[src/rtl/move_tile_ctrl_if.sv]
`timescale 1ns/1ps
`default_nettype none
// ============================================================================
// Module      : move_tile_ctrl_if
// Description : Handshake bundle between the tile-move sequencer (master)
//               and the MoveZero blank-routing engine (slave).
// Revision    : 1.0 - initial release
// ============================================================================
interface move_tile_ctrl_if;
    logic                   o_mz_start;     // 1-cycle start pulse to MoveZero
    logic [3:0][3:0][3:0]   o_mz_klotski;   // working board handed to MoveZero
    logic [3:0][3:0]        o_mz_mask;      // cells MoveZero must not disturb
    logic [1:0][1:0]        o_mz_target;    // cell the blank must reach, [1]=row
    logic [3:0][3:0][3:0]   i_mz_klotski;   // MoveZero result board
    logic                   i_mz_finished;  // result valid this cycle

    modport master (
        output o_mz_start, o_mz_klotski, o_mz_mask, o_mz_target,
        input  i_mz_klotski, i_mz_finished
    );

    modport slave (
        input  o_mz_start, o_mz_klotski, o_mz_mask, o_mz_target,
        output i_mz_klotski, i_mz_finished
    );
endinterface
`default_nettype wire

[src/rtl/move_tile_ctrl.sv]
`timescale 1ns/1ps
`default_nettype none
// ============================================================================
// Module      : move_tile_ctrl
// Description : Walks one tile to a destination cell one step at a time.
//               Each step routes the blank next to the tile via MoveZero
//               (tile and locked cells masked), then swaps tile and blank.
//               Optional macro MOVE_TILE_CHECK_EN: validate each MoveZero
//               result (blank at target, tile untouched) before swapping.
// Revision    : 1.0 - initial release
// ============================================================================
module move_tile_ctrl #(
    parameter int MAX_STEPS = 16
) (
    input  wire logic                   i_clk,
    input  wire logic                   i_rst,
    input  wire logic                   i_start,
    input  wire logic [3:0][3:0][3:0]   i_klotski,
    input  wire logic [3:0][3:0]        i_lock,
    input  wire logic [3:0]             i_tile,
    input  wire logic [1:0][1:0]        i_dest,
    move_tile_ctrl_if.master            mz,
    output logic [3:0][3:0][3:0]        o_klotski,
    output logic                        o_finished,
    output logic                        o_error
);
    localparam int             CW    = $clog2(MAX_STEPS + 1);
    localparam logic [CW-1:0]  C_MAX = CW'(MAX_STEPS);

    localparam logic [2:0] S_IDLE   = 3'd0;
    localparam logic [2:0] S_LOCATE = 3'd1;
    localparam logic [2:0] S_PLAN   = 3'd2;
    localparam logic [2:0] S_KICK   = 3'd3;
    localparam logic [2:0] S_WAIT   = 3'd4;
    localparam logic [2:0] S_SWAP   = 3'd5;
    localparam logic [2:0] S_DONE   = 3'd6;
    localparam logic [2:0] S_ERR    = 3'd7;

    logic [2:0]             r_state, w_state_nxt;
    logic [3:0][3:0][3:0]   r_work, r_final;
    logic [3:0][3:0]        r_lock, r_mz_mask;
    logic [3:0]             r_tile;
    logic [1:0][1:0]        r_dest;
    logic [1:0]             r_row, r_col, r_nrow, r_ncol;
    logic [CW-1:0]          r_cnt;
    logic                   r_error;

    logic                   w_found;
    logic [1:0]             w_frow, w_fcol, w_nrow, w_ncol;
    logic                   w_at_dest, w_n_locked, w_mz_ok;
    logic [3:0][3:0]        w_onehot;

    // Tile search over the latched board plus next-cell selection (column first)
    always_comb begin
        w_found = 1'b0;
        w_frow  = 2'd0;
        w_fcol  = 2'd0;
        for (int r = 0; r < 4; r++) begin
            for (int c = 0; c < 4; c++) begin
                if (r_work[r][c] == r_tile) begin
                    w_found = 1'b1;
                    w_frow  = 2'(r);
                    w_fcol  = 2'(c);
                end
            end
        end
        w_at_dest = (r_row == r_dest[1]) && (r_col == r_dest[0]);
        w_nrow    = r_row;
        w_ncol    = r_col;
        if (r_col != r_dest[0]) begin
            w_ncol = (r_dest[0] > r_col) ? r_col + 2'd1 : r_col - 2'd1;
        end else begin
            w_nrow = (r_dest[1] > r_row) ? r_row + 2'd1 : r_row - 2'd1;
        end
        w_n_locked = r_lock[w_nrow][w_ncol];
        w_onehot   = '0;
        w_onehot[r_row][r_col] = 1'b1;
`ifdef MOVE_TILE_CHECK_EN
        w_mz_ok = (mz.i_mz_klotski[r_nrow][r_ncol] == 4'd0) &&
                  (mz.i_mz_klotski[r_row][r_col] == r_tile);
`else
        w_mz_ok = 1'b1;
`endif
    end

    // State register
    always_ff @(posedge i_clk or posedge i_rst) begin
        if (i_rst) r_state <= S_IDLE;
        else       r_state <= w_state_nxt;
    end

    // Next-state decode
    always_comb begin
        w_state_nxt = r_state;
        case (r_state)
            S_IDLE:   if (i_start) w_state_nxt = S_LOCATE;
            S_LOCATE: w_state_nxt = (w_found && (r_tile != 4'd0)) ? S_PLAN : S_ERR;
            S_PLAN: begin
                if (w_at_dest)                          w_state_nxt = S_DONE;
                else if (w_n_locked || (r_cnt == C_MAX)) w_state_nxt = S_ERR;
                else                                    w_state_nxt = S_KICK;
            end
            S_KICK:   w_state_nxt = S_WAIT;
            S_WAIT:   if (mz.i_mz_finished) w_state_nxt = w_mz_ok ? S_SWAP : S_ERR;
            S_SWAP:   w_state_nxt = S_PLAN;
            default:  w_state_nxt = S_IDLE;
        endcase
    end

    // Job datapath: latch job, track tile position, absorb MoveZero results, swap
    always_ff @(posedge i_clk or posedge i_rst) begin
        if (i_rst) begin
            r_work    <= '0;
            r_final   <= '0;
            r_lock    <= '0;
            r_mz_mask <= '0;
            r_tile    <= '0;
            r_dest    <= '0;
            r_row     <= '0;
            r_col     <= '0;
            r_nrow    <= '0;
            r_ncol    <= '0;
            r_cnt     <= '0;
            r_error   <= 1'b0;
        end else begin
            case (r_state)
                S_IDLE: if (i_start) begin
                    r_work  <= i_klotski;
                    r_lock  <= i_lock;
                    r_tile  <= i_tile;
                    r_dest  <= i_dest;
                    r_cnt   <= '0;
                    r_error <= 1'b0;
                end
                S_LOCATE: begin
                    r_row <= w_frow;
                    r_col <= w_fcol;
                end
                S_PLAN: begin
                    r_nrow    <= w_nrow;
                    r_ncol    <= w_ncol;
                    r_mz_mask <= r_lock | w_onehot;
                end
                S_WAIT: if (mz.i_mz_finished) r_work <= mz.i_mz_klotski;
                S_SWAP: begin
                    r_work[r_nrow][r_ncol] <= r_tile;
                    r_work[r_row][r_col]   <= 4'd0;
                    r_row <= r_nrow;
                    r_col <= r_ncol;
                    r_cnt <= (r_cnt == C_MAX) ? r_cnt : r_cnt + 1'b1;
                end
                S_DONE, S_ERR: r_final <= r_work;
                default: ;
            endcase
            // error flag rises together with the ERR cycle so it is valid with o_finished
            if (w_state_nxt == S_ERR) r_error <= 1'b1;
        end
    end

    // Outputs decoded from state and held job registers
    always_comb begin
        mz.o_mz_start   = (r_state == S_KICK);
        mz.o_mz_klotski = r_work;
        mz.o_mz_mask    = r_mz_mask;
        mz.o_mz_target  = {r_nrow, r_ncol};
        o_finished      = (r_state == S_DONE) || (r_state == S_ERR);
        o_klotski       = o_finished ? r_work : r_final;
        o_error         = r_error;
    end
endmodule
`default_nettype wire

[src/flat_wrapper.sv]
// flat-port wrapper written by rule: the top's interface ports become plain ports
module move_tile_ctrl_flat 
#(
    parameter int MAX_STEPS = 16
)
  (i_clk, i_rst, i_start, i_klotski, i_lock, i_tile, i_dest, o_klotski, o_finished, o_error, mz_o_mz_start, mz_o_mz_klotski, mz_o_mz_mask, mz_o_mz_target, mz_i_mz_klotski, mz_i_mz_finished);
  move_tile_ctrl_if mz_i ();
  input  wire logic i_clk;
  input  wire logic i_rst;
  input  wire logic i_start;
  input  wire logic [3:0][3:0][3:0] i_klotski;
  input  wire logic [3:0][3:0] i_lock;
  input  wire logic [3:0] i_tile;
  input  wire logic [1:0][1:0] i_dest;
  output logic [3:0][3:0][3:0] o_klotski;
  output logic o_finished;
  output logic o_error;
  output wire logic [$bits(mz_i.o_mz_start)-1:0] mz_o_mz_start;
  output wire logic [$bits(mz_i.o_mz_klotski)-1:0] mz_o_mz_klotski;
  output wire logic [$bits(mz_i.o_mz_mask)-1:0] mz_o_mz_mask;
  output wire logic [$bits(mz_i.o_mz_target)-1:0] mz_o_mz_target;
  input wire logic [$bits(mz_i.i_mz_klotski)-1:0] mz_i_mz_klotski;
  input wire logic [$bits(mz_i.i_mz_finished)-1:0] mz_i_mz_finished;
  assign mz_o_mz_start = mz_i.o_mz_start;
  assign mz_o_mz_klotski = mz_i.o_mz_klotski;
  assign mz_o_mz_mask = mz_i.o_mz_mask;
  assign mz_o_mz_target = mz_i.o_mz_target;
  assign mz_i.i_mz_klotski = mz_i_mz_klotski;
  assign mz_i.i_mz_finished = mz_i_mz_finished;
  move_tile_ctrl #(.MAX_STEPS(MAX_STEPS)) u_core (.i_clk(i_clk), .i_rst(i_rst), .i_start(i_start), .i_klotski(i_klotski), .i_lock(i_lock), .i_tile(i_tile), .i_dest(i_dest), .mz(mz_i), .o_klotski(o_klotski), .o_finished(o_finished), .o_error(o_error));
endmodule
[config.mk]
export PLATFORM = sky130hd
export DESIGN_NAME = move_tile_ctrl_flat
export DESIGN_NICKNAME = d
export VERILOG_FILES = /design/src/rtl/move_tile_ctrl_if.sv /design/src/rtl/move_tile_ctrl.sv /design/src/flat_wrapper.sv
export SDC_FILE = /design/constraint.sdc
export NUM_CORES = 1
export LEC_CHECK = 0
export ABC_AREA = 0
export CAP_MARGIN = 20
export CORE_MARGIN = 3
export CORE_UTILIZATION = 52
export DETAILED_ROUTE_END_ITERATION = 16
export GPL_ROUTABILITY_DRIVEN = 0
export PLACE_DENSITY = 0.95
export SLEW_MARGIN = 20
export SYNTH_ARGS = -nofsm -noshare
export SYNTH_HDL_FRONTEND = slang
export SYNTH_SLANG_ARGS = --single-unit
[constraint.sdc]
create_clock -name i_clk -period 17.8 [get_ports i_clk]
set_input_delay 5.34 -clock i_clk [delete_from_list [all_inputs] [get_ports i_clk]]
set_output_delay 5.34 -clock i_clk [all_outputs]
set_load 0.02 [all_outputs]
==> run metrics <==
critical path arrival 3.16 ns; run status finished clean; RSZ-0062 raised after global routing no; initial DRC count 1019; final antenna-violating net count 0; Synth Flop Type dfrtp_1; number of cell rows 51; Synth top area share 0.431; mux share of post-synthesis cell area 0.163; vias in the first global route 10200; Gate Count Post-Synth 1099; die height 150 um; vias per inst 6.22; Final nets 1505; cts bufs inserted 17; initial antenna violation count 2; total die area 22400 sq um; global route overflow 0; worst hold slack 0.498 ns; critical path class reg2out; CP endpoint kind primary output; leakage 5.97 nW; Filler cells 1297; Post-synth top cells 185 x dfrtp_1, 157 x o21ai_0, 91 x mux2_2; Max Cap Viol 0; hold wc startpoint u_core.r_final[7]; post_cts resized 0; Synth Area in Simple Gates 0.0948; H-tree depth 4; post-synth top area cell dfrtp_1; share of cells above drive strength 1 0.119; pwr dens 221 nW/um^2; EDFF count, synth 0; via count 10100; drt pass-1 iters 5; io pins 307; largest family of logic cells by synthesized area compound AO/OA/AOI/OAI gates; CP startpoint kind register; library cells used by synthesis 62; Final min period 8.50 ns; reg2reg start u_core.r_state[0]; Final Skew 0.0149 ns; fin. max-slew vios 0; FF-to-FF path depth 7; final worst-path cycle share 0.478; Sink Count 185; setup bufs post-CTS 0; starting density of the core 0.541; ranking of synthesized cells by area dfrtp_1 43%, mux2_2 9.5%, o21ai_0 7.3%, mux2i_1 6.5%, o221ai_1 5.2%; clk slew on worst S/H paths 0.07 ns; Worst Path Required 12.46 ns; syn nets 1261; Yosys warning total 0; WHS Path Cells 1; Final Power 3.17 mW; Setup crit start u_core.r_state[2]; area delta synth->final 34.0%; Placed Area 13800 sq um; Synth Area in XOR/XNOR 0.0595; FFs w/ async S/R, synth 1.00; syn avg cell area 9.78 sq um; Worst Tran Pin Value 1.09 ns; setup violators final 0; crit path max fanout 37; post-synthesis compound-gate area fraction 0.177; Buffers on Ports 306; hold-fix buffer count after cts 0; dpl hpwl 25.4 mm; worst-case clock buffer depth 2; synthesized flop and latch total 185; most frequent cell after synthesis dfrtp_1; die width 150 um; Synth Cell Area 10700 sq um; clk_lat worst skew 0.44 ns; largest net degree at the start of global routing 129; Core Region 19800 sq um; VDD IR-drop max 0.130 mV; Synth Area in Adders 0.00699; first-pass GRT wire length 55.7 mm; Fin. Hold Viols 0; final instance area 14400 sq um; Root Buffer clkbuf_16; Max-slew headroom 0.267; CTS tree done; WL per Instance 22.4 um; DRC viols 0; drt total wl 36.3 mm; final setup TNS 0 ns; worst hold path class reg2reg; f_max 0.118 GHz; overall routing resource usage 0.316; post-synthesis sequential area ratio 0.431
==> state kept, by name (all words and copies together), names as in the netlist <==
signal                  flops
u_core.mz.o_mz_klotski     64
u_core.r_final             64
u_core.mz.o_mz_mask        16
u_core.r_lock              16
u_core.r_cnt                5
u_core.r_dest               4
u_core.r_tile               4
u_core.r_state              3
u_core.r_col                2
u_core.r_ncol               2
u_core.r_nrow               2
u_core.r_row                2
u_core.o_error              1
==> cell usage in the layout, fill, tap and decap left out, types with 24 or more instances in the layout <==
cell               n
clkdlybuf4s50_1  306
dfrtp_1          180
inv_1             75
mux2_2            91
mux2i_1           70
nand2_1           89
nor2_1            33
nor3_1            24
o21ai_0          157
o221ai_1          64
xnor2_1           34
xor2_1            39
==> per-stage QoR <==
step	std cells	setup slack, ns	util
final	1623	9.30	0.725
after detailed placement	1587	9.78	0.695
after floorplan	1099	7.43	-
after global placement	1587	9.89	0.695
after CTS	1619	9.32	0.723
after global routing	1623	9.18	0.725
==> routing by layer <==
| metal | GRT usage | vias up | part of all wire |
|---|---|---|---|
| met5 | 0 | - | 0 |
| met4 | 0.124 | 0 | 0.044 |
| met3 | 0.0775 | 130 | 0.096 |
| met2 | 0.530 | 690 | 0.49 |
| met1 | 0.395 | 4852 | 0.37 |
| li1 | - | 4422 | - |
==> cells by family after synthesis <==
| kind of cell | Yosys count |
|---|---|
| DFF | 185 |
| adders and majority gates | 6 |
| AOI/OAI and AO/OA | 296 |
| and+or+nand+nor | 210 |
| xor gates and xnor gates | 73 |
| muxes | 162 |
| buffers and inverters | 167 |
==> critical path: stages, from the launching register on <==
cell             delay [ns]
dfrtp_1                0.54
nand2_2                0.61
buf_4                  0.55
mux2_2                 0.42
clkdlybuf4s50_1        0.57
==> final timing paths <==
| path | endpoint | slack, ns |
|---|---|---|
| setup / recovery | o_klotski[44] | 9.30 |
| hold / removal | u_core.r_final[7] | 0.50 |
| setup reg to reg | u_core.mz.o_mz_klotski[45] | 14.24 |
| hold reg to reg | u_core.r_final[7] | 0.50 |
| max in group asynchronous | u_core.mz.o_mz_klotski[52] | 10.83 |
| min in group asynchronous | u_core.r_final[19] | 5.44 |
==> final cells by class <==
class,count,area [sq um],area share
Antenna cell,2,5.00,0.000348
Clock buffer,17,425,0.0296
Clock inverter,15,129,0.00895
Inverter,76,293,0.0203
Multi-Input combinational cell,747,5420,0.376
Sequential cell,185,4640,0.322
Tap cell,265,332,0.0230
Timing Repair Buffer,316,3160,0.219
==> power breakdown <==
part | total (mW) | internal, mW | switching (mW)
clock network | 0.376 | 0.185 | 0.191
logic | 1.88 | 0.847 | 1.04
registers | 0.914 | 0.627 | 0.288
total | 3.17 | 1.66 | 1.52
(Power assumes the default switching activity.)
